<file path="src/rtl/clock_step_controller_pkg.sv">
// Shared definitions for the clock step controller.
// Contents: FSM state encoding, divider counter width, key index constants,
// and a small helper that says whether a state issues rate-driven enables.
package clock_step_controller_pkg;

  typedef logic [1:0] state_t;

  localparam state_t ST_MANUAL = 2'd0;
  localparam state_t ST_RUN    = 2'd1;
  localparam state_t ST_BURST  = 2'd2;
  localparam state_t ST_HALT   = 2'd3;

  localparam int unsigned DIV_W = 26;

  localparam int unsigned KEY_STEP = 2;
  localparam int unsigned KEY_AUTO = 1;
  localparam int unsigned KEY_FAST = 0;

  // RUN and BURST are the only states in which the rate divider counts.
  function automatic logic is_running(input state_t st);
    return (st == ST_RUN) || (st == ST_BURST);
  endfunction

endpackage

</file>
<file path="src/rtl/clock_step_controller_if.sv">
// Control/status bundle of the clock step controller.
// Inputs : iKEY[2:0] (active-low keys: step, auto, fast), iFDiv[7:0], iBreak,
//          iBurstStart, iBurstLen[BURST_W-1:0]
// Outputs: oCLKEn, oSelectAuto, oSelectFast, oRunning, oHalted, oCycleCount[31:0]
// Modports: master (board/testbench side), slave (controller side).
interface clock_step_controller_if #(
  parameter int unsigned BURST_W = 16
);
  logic [2:0]         iKEY;
  logic [7:0]         iFDiv;
  logic               iBreak;
  logic               iBurstStart;
  logic [BURST_W-1:0] iBurstLen;
  logic               oCLKEn;
  logic               oSelectAuto;
  logic               oSelectFast;
  logic               oRunning;
  logic               oHalted;
  logic [31:0]        oCycleCount;

  modport master (
    output iKEY, iFDiv, iBreak, iBurstStart, iBurstLen,
    input  oCLKEn, oSelectAuto, oSelectFast, oRunning, oHalted, oCycleCount
  );

  modport slave (
    input  iKEY, iFDiv, iBreak, iBurstStart, iBurstLen,
    output oCLKEn, oSelectAuto, oSelectFast, oRunning, oHalted, oCycleCount
  );
endinterface

</file>
<file path="src/rtl/clock_step_controller_key_debounce.sv">
// key_debounce: one push-button input path.
// Ports: CLK, Reset (async, active-high), i_key (raw, active-low),
//        o_press (one-cycle pulse on an accepted 1->0 transition).
// A new level is accepted after DEBOUNCE_CYCLES consecutive synchronized
// samples that differ from the currently accepted level. Releases give no pulse.
module key_debounce #(
  parameter int unsigned DEBOUNCE_CYCLES = 500000
) (
  input  logic CLK,
  input  logic Reset,
  input  logic i_key,
  output logic o_press
);

  localparam int unsigned CNT_W = (DEBOUNCE_CYCLES > 1) ? $clog2(DEBOUNCE_CYCLES) : 1;
  localparam logic [CNT_W-1:0] CNT_LAST = CNT_W'(DEBOUNCE_CYCLES - 1);

  logic             r_sync1;
  logic             r_sync2;
  logic             r_level;
  logic [CNT_W-1:0] r_cnt;
  logic             r_press;

  // Synchronizer and accepted level idle high (key released) so that leaving
  // reset never looks like a press.
  always_ff @(posedge CLK or posedge Reset) begin
    if (Reset) begin
      r_sync1 <= 1'b1;
      r_sync2 <= 1'b1;
      r_level <= 1'b1;
      r_cnt   <= '0;
      r_press <= 1'b0;
    end else begin
      r_sync1 <= i_key;
      r_sync2 <= r_sync1;
      r_press <= 1'b0;
      if (r_sync2 != r_level) begin
        if (r_cnt == CNT_LAST) begin
          r_level <= r_sync2;
          r_cnt   <= '0;
          r_press <= ~r_sync2;
        end else begin
          r_cnt <= r_cnt + 1'b1;
        end
      end else begin
        r_cnt <= '0;
      end
    end
  end

  assign o_press = r_press;

endmodule

</file>
<file path="src/rtl/clock_step_controller.sv">
// clock_step_controller: sequences the core clock-enable for bring-up/debug.
// Ports: CLK, Reset (async, active-high), bus (clock_step_controller_if.slave).
// Modes: MANUAL (single-step key), RUN (free-run at divided rate), BURST
// (fixed number of enables), HALT (entered on breakpoint, left by step key).
// Optional macro CLOCK_STEP_CYCLE_COUNTER_EN: when defined oCycleCount counts
// issued enables; otherwise it is tied to zero.
module clock_step_controller
  import clock_step_controller_pkg::*;
#(
  parameter int unsigned DEBOUNCE_CYCLES = 500000,
  parameter int unsigned SLOW_SHIFT      = 18,
  parameter int unsigned BURST_W         = 16
) (
  input logic                   CLK,
  input logic                   Reset,
  clock_step_controller_if.slave bus
);

  logic [2:0]         w_press;
  state_t             r_state;
  state_t             w_state_d;
  logic [DIV_W-1:0]   r_div;
  logic [DIV_W-1:0]   w_div_d;
  logic [BURST_W-1:0] r_remain;
  logic [BURST_W-1:0] w_remain_d;
  logic               r_clken;
  logic               w_clken_d;
  logic               r_fast;
  logic [31:0]        w_fdiv_eff;
  logic [31:0]        w_period;
  logic               w_tick;

  for (genvar k = 0; k < 3; k++) begin : g_key
    key_debounce #(
      .DEBOUNCE_CYCLES(DEBOUNCE_CYCLES)
    ) u_key_debounce (
      .CLK    (CLK),
      .Reset  (Reset),
      .i_key  (bus.iKEY[k]),
      .o_press(w_press[k])
    );
  end

  // Period in CLK cycles; iFDiv = 0 behaves as 1.
  assign w_fdiv_eff = (bus.iFDiv == 8'd0) ? 32'd1 : {24'd0, bus.iFDiv};
  assign w_period   = r_fast ? w_fdiv_eff : (w_fdiv_eff << SLOW_SHIFT);
  // '>=' rather than '==' so a period shortened mid-count wraps at once.
  assign w_tick     = is_running(r_state) && (32'(r_div) >= (w_period - 32'd1));

  always_comb begin
    w_state_d  = r_state;
    w_remain_d = r_remain;
    w_clken_d  = 1'b0;
    unique case (r_state)
      ST_MANUAL: begin
        w_clken_d = w_press[KEY_STEP];
        if (bus.iBurstStart && (bus.iBurstLen != '0)) begin
          w_state_d  = ST_BURST;
          w_remain_d = bus.iBurstLen;
        end else if (w_press[KEY_AUTO]) begin
          w_state_d = ST_RUN;
        end
      end
      ST_RUN: begin
        if (bus.iBreak) begin
          w_state_d = ST_HALT;
        end else if (w_press[KEY_AUTO]) begin
          w_state_d = ST_MANUAL;
        end else begin
          w_clken_d = w_tick;
        end
      end
      ST_BURST: begin
        if (bus.iBreak) begin
          w_state_d  = ST_HALT;
          w_remain_d = '0;
        end else if (w_tick) begin
          w_clken_d  = 1'b1;
          w_remain_d = r_remain - 1'b1;
          if (r_remain == BURST_W'(1)) begin
            w_state_d = ST_MANUAL;
          end
        end
      end
      ST_HALT: begin
        if (w_press[KEY_STEP] && !bus.iBreak) begin
          w_state_d = ST_MANUAL;
        end
      end
      default: w_state_d = ST_MANUAL;
    endcase
    // Counter is held at zero outside RUN/BURST, so every entry starts fresh.
    if (is_running(r_state) && is_running(w_state_d)) begin
      w_div_d = w_tick ? '0 : r_div + 1'b1;
    end else begin
      w_div_d = '0;
    end
  end

  always_ff @(posedge CLK or posedge Reset) begin
    if (Reset) begin
      r_state  <= ST_MANUAL;
      r_div    <= '0;
      r_remain <= '0;
      r_clken  <= 1'b0;
      r_fast   <= 1'b0;
    end else begin
      r_state  <= w_state_d;
      r_div    <= w_div_d;
      r_remain <= w_remain_d;
      r_clken  <= w_clken_d;
      r_fast   <= r_fast ^ w_press[KEY_FAST];
    end
  end

  assign bus.oCLKEn      = r_clken;
  assign bus.oSelectAuto = (r_state == ST_RUN);
  assign bus.oSelectFast = r_fast;
  assign bus.oRunning    = is_running(r_state);
  assign bus.oHalted     = (r_state == ST_HALT);

`ifdef CLOCK_STEP_CYCLE_COUNTER_EN
  logic [31:0] r_cycle_count;

  always_ff @(posedge CLK or posedge Reset) begin
    if (Reset) begin
      r_cycle_count <= '0;
    end else if (r_clken) begin
      r_cycle_count <= r_cycle_count + 32'd1;
    end
  end

  assign bus.oCycleCount = r_cycle_count;
`else
  assign bus.oCycleCount = '0;
`endif

endmodule

</file>
<file path="src/flat_wrapper.sv">
// flat-port wrapper written by rule: the top's interface ports become plain ports
module clock_step_controller_flat import clock_step_controller_pkg::*;
#(
  parameter int unsigned DEBOUNCE_CYCLES = 500000,
  parameter int unsigned SLOW_SHIFT      = 18,
  parameter int unsigned BURST_W         = 16
)
  (CLK, Reset, bus_iKEY, bus_iFDiv, bus_iBreak, bus_iBurstStart, bus_iBurstLen, bus_oCLKEn, bus_oSelectAuto, bus_oSelectFast, bus_oRunning, bus_oHalted, bus_oCycleCount);
  clock_step_controller_if #(.BURST_W(BURST_W)) bus_i ();
  input logic CLK;
  input logic Reset;
  input wire logic [$bits(bus_i.iKEY)-1:0] bus_iKEY;
  input wire logic [$bits(bus_i.iFDiv)-1:0] bus_iFDiv;
  input wire logic [$bits(bus_i.iBreak)-1:0] bus_iBreak;
  input wire logic [$bits(bus_i.iBurstStart)-1:0] bus_iBurstStart;
  input wire logic [$bits(bus_i.iBurstLen)-1:0] bus_iBurstLen;
  output wire logic [$bits(bus_i.oCLKEn)-1:0] bus_oCLKEn;
  output wire logic [$bits(bus_i.oSelectAuto)-1:0] bus_oSelectAuto;
  output wire logic [$bits(bus_i.oSelectFast)-1:0] bus_oSelectFast;
  output wire logic [$bits(bus_i.oRunning)-1:0] bus_oRunning;
  output wire logic [$bits(bus_i.oHalted)-1:0] bus_oHalted;
  output wire logic [$bits(bus_i.oCycleCount)-1:0] bus_oCycleCount;
  assign bus_i.iKEY = bus_iKEY;
  assign bus_i.iFDiv = bus_iFDiv;
  assign bus_i.iBreak = bus_iBreak;
  assign bus_i.iBurstStart = bus_iBurstStart;
  assign bus_i.iBurstLen = bus_iBurstLen;
  assign bus_oCLKEn = bus_i.oCLKEn;
  assign bus_oSelectAuto = bus_i.oSelectAuto;
  assign bus_oSelectFast = bus_i.oSelectFast;
  assign bus_oRunning = bus_i.oRunning;
  assign bus_oHalted = bus_i.oHalted;
  assign bus_oCycleCount = bus_i.oCycleCount;
  clock_step_controller #(.DEBOUNCE_CYCLES(DEBOUNCE_CYCLES), .SLOW_SHIFT(SLOW_SHIFT), .BURST_W(BURST_W)) u_core (.CLK(CLK), .Reset(Reset), .bus(bus_i));
endmodule
</file>
<file path="config.mk">
export PLATFORM = sky130hd
export DESIGN_NAME = clock_step_controller_flat
export DESIGN_NICKNAME = d
export VERILOG_FILES = /design/src/rtl/clock_step_controller_pkg.sv /design/src/rtl/clock_step_controller_if.sv /design/src/rtl/clock_step_controller_key_debounce.sv /design/src/rtl/clock_step_controller.sv /design/src/flat_wrapper.sv
export SDC_FILE = /design/constraint.sdc
export NUM_CORES = 1
export LEC_CHECK = 0
export ABC_AREA = 1
export BUFFER_PORTS_ARGS = -buffer_cell sky130_fd_sc_hd__buf_2
export CORE_ASPECT_RATIO = 0.5
export CORE_MARGIN = 2
export CORE_UTILIZATION = 50
export DETAILED_ROUTE_END_ITERATION = 8
export PLACE_DENSITY_LB_ADDON = 0.05
export SKIP_LAST_GASP = 1
export SYNTH_ARGS = -nofsm -noshare
export SYNTH_HDL_FRONTEND = slang
export SYNTH_SLANG_ARGS = --single-unit
</file>
<file path="constraint.sdc">
create_clock -name CLK -period 3.9 [get_ports CLK]
set_input_delay 0 -clock CLK [delete_from_list [all_inputs] [get_ports CLK]]
set_output_delay 0 -clock CLK [all_outputs]
set_load 0.005 [all_outputs]
</file>
==> Flow_metrics.wiki <==
{| class="wikitable"
! Metric !! Value
|-
| Xor/xnor cell area share of the yosys netlist || 2.71%
|-
| Final period demand of the worst path || approximately 3.6 ns
|-
| First drt pass iteration count || 5
|-
| Placed cell count || about 1200
|-
| CP peak stage delay || around 0.44 ns
|-
| Setup WS post-layout || 0.328 ns
|-
| Detailed-placement wirelength estimate || 11300 um
|-
| Root buffer cell || clkbuf_16
|-
| Count of unresolved DRC violations after routing || 0
|-
| Fraction of the yosys area taken by sequential cells || between 30% and 40%
|-
| Remaining Overflow, GRT || 0
|-
| Width of the chip || roughly 180 um
|-
| Gate Count Post-Synth || 971
|-
| Pre-CTS WS || -0.123 ns
|-
| Compound-Gate Fraction of Synth Area || 9.13%
|-
| Critical path endpoint category || flip-flop
|-
| Commonest register cell after synthesis || dfrtp_1
|-
| Cells on Worst Hold Path || 5
|-
| Final GP Congestion || a little over 0.8
|-
| Syn_area_per_cell || about 7.7 um^2
|-
| Core Box Area || about 15000 um^2
|-
| Worst Reg-to-Reg Cells || 29
|-
| IO Count || 68
|-
| Maximum count of clock buffers along a single path || 2
|-
| Tcrit/Tclk final || 91.6%
|-
| Number of sinks on the clock net || ~120
|-
| Basic-gate share of the synthesized area counting and, or, nand and nor cells || between 30 and 40%
|-
| Top cell by count, worst path || nand2_1
|-
| Max-slew headroom || about two fifths
|-
| Number of enable flip-flop cells after synthesis || 0
|-
| Vias in the first global route || between 5000 and 6000
|-
| Synth Area in Adders || approximately 6.6%
|-
| Number of port buffers || 35
|-
| Worst setup SP type || flip-flop
|-
| Antenna Nets Post-Route || 0
|-
| Combinational group share of total power || 29.3%
|-
| Count of pins over their slew limit || 0
|-
| Mux cell area share after synthesis || less than 1%
|-
| Number of nets in the layout || between 1000 and 1500
|-
| Switching power || 1460 uW
|-
| Peak supply drop || 0.268 mV
|-
| Final antenna diode count || 0
|-
| GRT Overall Usage || a little over a fifth
|-
| Most frequent standard cell in the layout excluding fill and tap cells || nand2_1
|-
| Fmax || 280 MHz
|-
| Main combinational cell family by area after synthesis || simple AND/OR/NAND/NOR gates
|-
| Internal power consumption || ~2700 uW
|-
| Max-Cap Viols || 0
|-
| H-tree level count || 4
|-
| Worst-margin pin slew || approximately 0.89 ns
|-
| Pwr per Cell Area || 486 nW/um^2
|-
| Clk pin slew, worst setup/hold paths || around 0.06 ns
|-
| Leak || 0.00412 uW
|-
| TritonCTS clock tree || yes
|-
| CP max stage cell || dfrtp_2
|-
| Commonest cells after routing, fill and taps aside || nand2_1, inv_1, nor2_1
|-
| Layout filler cell count || approximately 1300
|-
| Count of endpoints failing setup in the final report || 0
|-
| Fin util || approximately 60%
|-
| Number of distinct library cells after synthesis || 47
|-
| Synthesis-stage register bit count || roughly 120
|-
| Area overhead of the layout relative to synthesis || 14.8%
|-
| Fraction of power consumed by the clock network || 36.9%
|-
| Net Sw Frac || a little over a third
|-
| Cell accounting for the most synthesized area || dfrtp_1
|-
| Non-Filler Instances || roughly 1200
|-
| Netlist area before placement || ~7400 um^2
|-
| Outcome || complete, no violations
|-
| First-pass GRT wire length || 27400 um
|-
| Path class of the lowest-slack min-delay path || primary input to flip-flop
|-
| Die Span Y || approximately 90 um
|-
| Mean number of vias per cell || roughly 5.0
|-
| Total via count in the routed design || between 6000 and 7000
|-
| Yosys warning count || 0
|-
| Total negative slack || 0 ns
|-
| Initial antenna violation count || 0
|-
| Site Rows || 31
|-
| Fraction of layout instances using a drive strength above 1 || roughly 16%
|-
| Critical Path RT || 4.20 ns
|-
| Total CTS buffers || 17
|-
| Clk Latency, worst-skew pair || slightly above 0.4 ns
|-
| Total Die Area || 15900 um^2
|-
| Detailed router's first-iteration violation count || 340
|-
| Async SR Flop Fraction || 100%
|-
| Cells taking the most area after synthesis || dfrtp_1, nand2_1, inv_1, ha_1, nor2_1
|-
| Final routed wirelength across all metal layers || 15900 um
|-
| Hold violation count in the final report || 0
|-
| Largest fanout on the critical path || 9
|-
| Effective utilization at floorplan || between 50% and 60%
|-
| Sum of internal, switching and leakage power || 4160 uW
|-
| Average routed wire per standard cell || 12.7 um
|-
| Setup clock skew after layout || approximately 0.013 ns
|-
| Data arrival time of the critical path || between 3 and 4 ns
|-
| Part of the total power dissipated in sequential elements || 33.8%
|-
| Area fraction of the dominant cell type after synthesis || around 36%
|-
| Critical Setup Path Class || flip-flop to flip-flop
|-
| Pin count of the biggest net entering global routing || just under 80
|}
## critical path: cells and delay by family (launching register included)
family                   cells  cell delay (ns)
AND/OR/NAND/NOR             22             2.06
XOR/XNOR                     1             0.13
adder cells (fa/ha/maj)      2             0.42
buffers and inverters        4             0.39
flip-flops                   1             0.44
## cell families (layout without fill, tap and decap cells)
family | after synthesis | count (layout)
simple gates | 471 | 473
buf+inv | 199 | 246
compound gates | 120 | 120
flops | 115 | 115
fa+ha+maj | 39 | 39
xor+xnor | 23 | 23
mux | 3 | 3
other cells | 1 | 32
## power by group through the flow
stage          registers, uW  logic (uW)  clock network, uW
2_1_floorplan           1390         853                  0
3_3_place_gp            1420         988                  0
3_5_place_dp            1420        1010                  0
4_1_cts                 1400        1180               1570
5_1_grt                 1420        1370               1620
6_report                1400        1220               1530
## repair_timing
| action | CTS | global route |
|---|---|---|
| gates resized for setup | 1 | 12 |
| hold buffers | 11 | 0 |
| pin swaps | 0 | 3 |
| setup buffers | 3 | 4 |
| setup endpoints to repair | 26 | 43 |
| hold endpoints to repair | 75 | 0 |
| gates cloned | 1 | 1 |
## cell type report
cell class                      count  area [um^2]  share of cell area [%]
Multi-Input combinational cell    690         3830                    44.9
Sequential cell                   115         2890                    33.8
Inverter                          151          569                    6.66
Clock buffer                       19          443                    5.18
Timing Repair Buffer               63          425                    4.98
Tap cell                          198          248                    2.90
Clock inverter                     13          135                    1.58
## sequential cells by signal, indices dropped and copies added (netlist names)
| name | cells |
|---|---|
| u_core.g_key.u_key_debounce.r_level | 3 |
| u_core.r_state | 2 |
| u_core.bus.oSelectFast | 1 |
| u_core.g_key.u_key_debounce.r_sync1 | 3 |
| u_core.r_div | 26 |
| u_core.g_key.u_key_debounce.o_press | 3 |
| u_core.g_key.u_key_debounce.r_cnt | 57 |
| u_core.bus.oCLKEn | 1 |
| u_core.g_key.u_key_debounce.r_sync2 | 3 |
| u_core.r_remain | 16 |
## layer usage
layer,up-vias,routed length (um),track usage [%]
met1,2921,7740,28.9
met3,15,542,3.70
li1,3222,-,-
met5,-,0,0
met2,114,7430,34.7
met4,0,160,4.82
## synth_stat cells (6+ instances only)
cell type	n
o21ai_0	40
buf_4	32
xnor2_1	9
nor2_2	21
o22ai_1	11
a31oi_1	6
dfstp_2	9
a21oi_1	41
nand4_1	20
nand2_1	174
nor2_1	122
inv_1	147
nor4_1	12
or2_2	7
nor3_2	6
nand3_2	6
ha_1	39
xor2_1	14
clkbuf_1	10
nand3_1	39
dfrtp_1	106
nand2_2	7
nor3b_1	16
nor3_1	25
## worst paths after layout
check | startpoint | slack, ns | endpoint
hold / removal | bus_iBurstLen[6] | 0.02 | u_core.r_remain[6]
setup reg to reg | u_core.bus.oSelectFast | 0.33 | u_core.r_div[15]
max in group asynchronous | Reset | 2.69 | u_core.bus.oSelectFast
min in group asynchronous | Reset | 0.35 | u_core.g_key[2].u_key_debounce.r_cnt[12]
hold reg to reg | u_core.g_key[2].u_key_debounce.r_sync1 | 0.36 | u_core.g_key[2].u_key_debounce.r_sync2
setup / recovery | u_core.bus.oSelectFast | 0.33 | u_core.r_div[15]
## stage by stage
stage               hold slack, ns  cell area (um^2)
floorplan                  0.00448              7560
global placement             0.106              7730
detailed placement           0.106              7730
CTS                         0.0135              8470
global route                0.0375              8550
finish                      0.0217              8550
(Power assumes the default switching activity.)
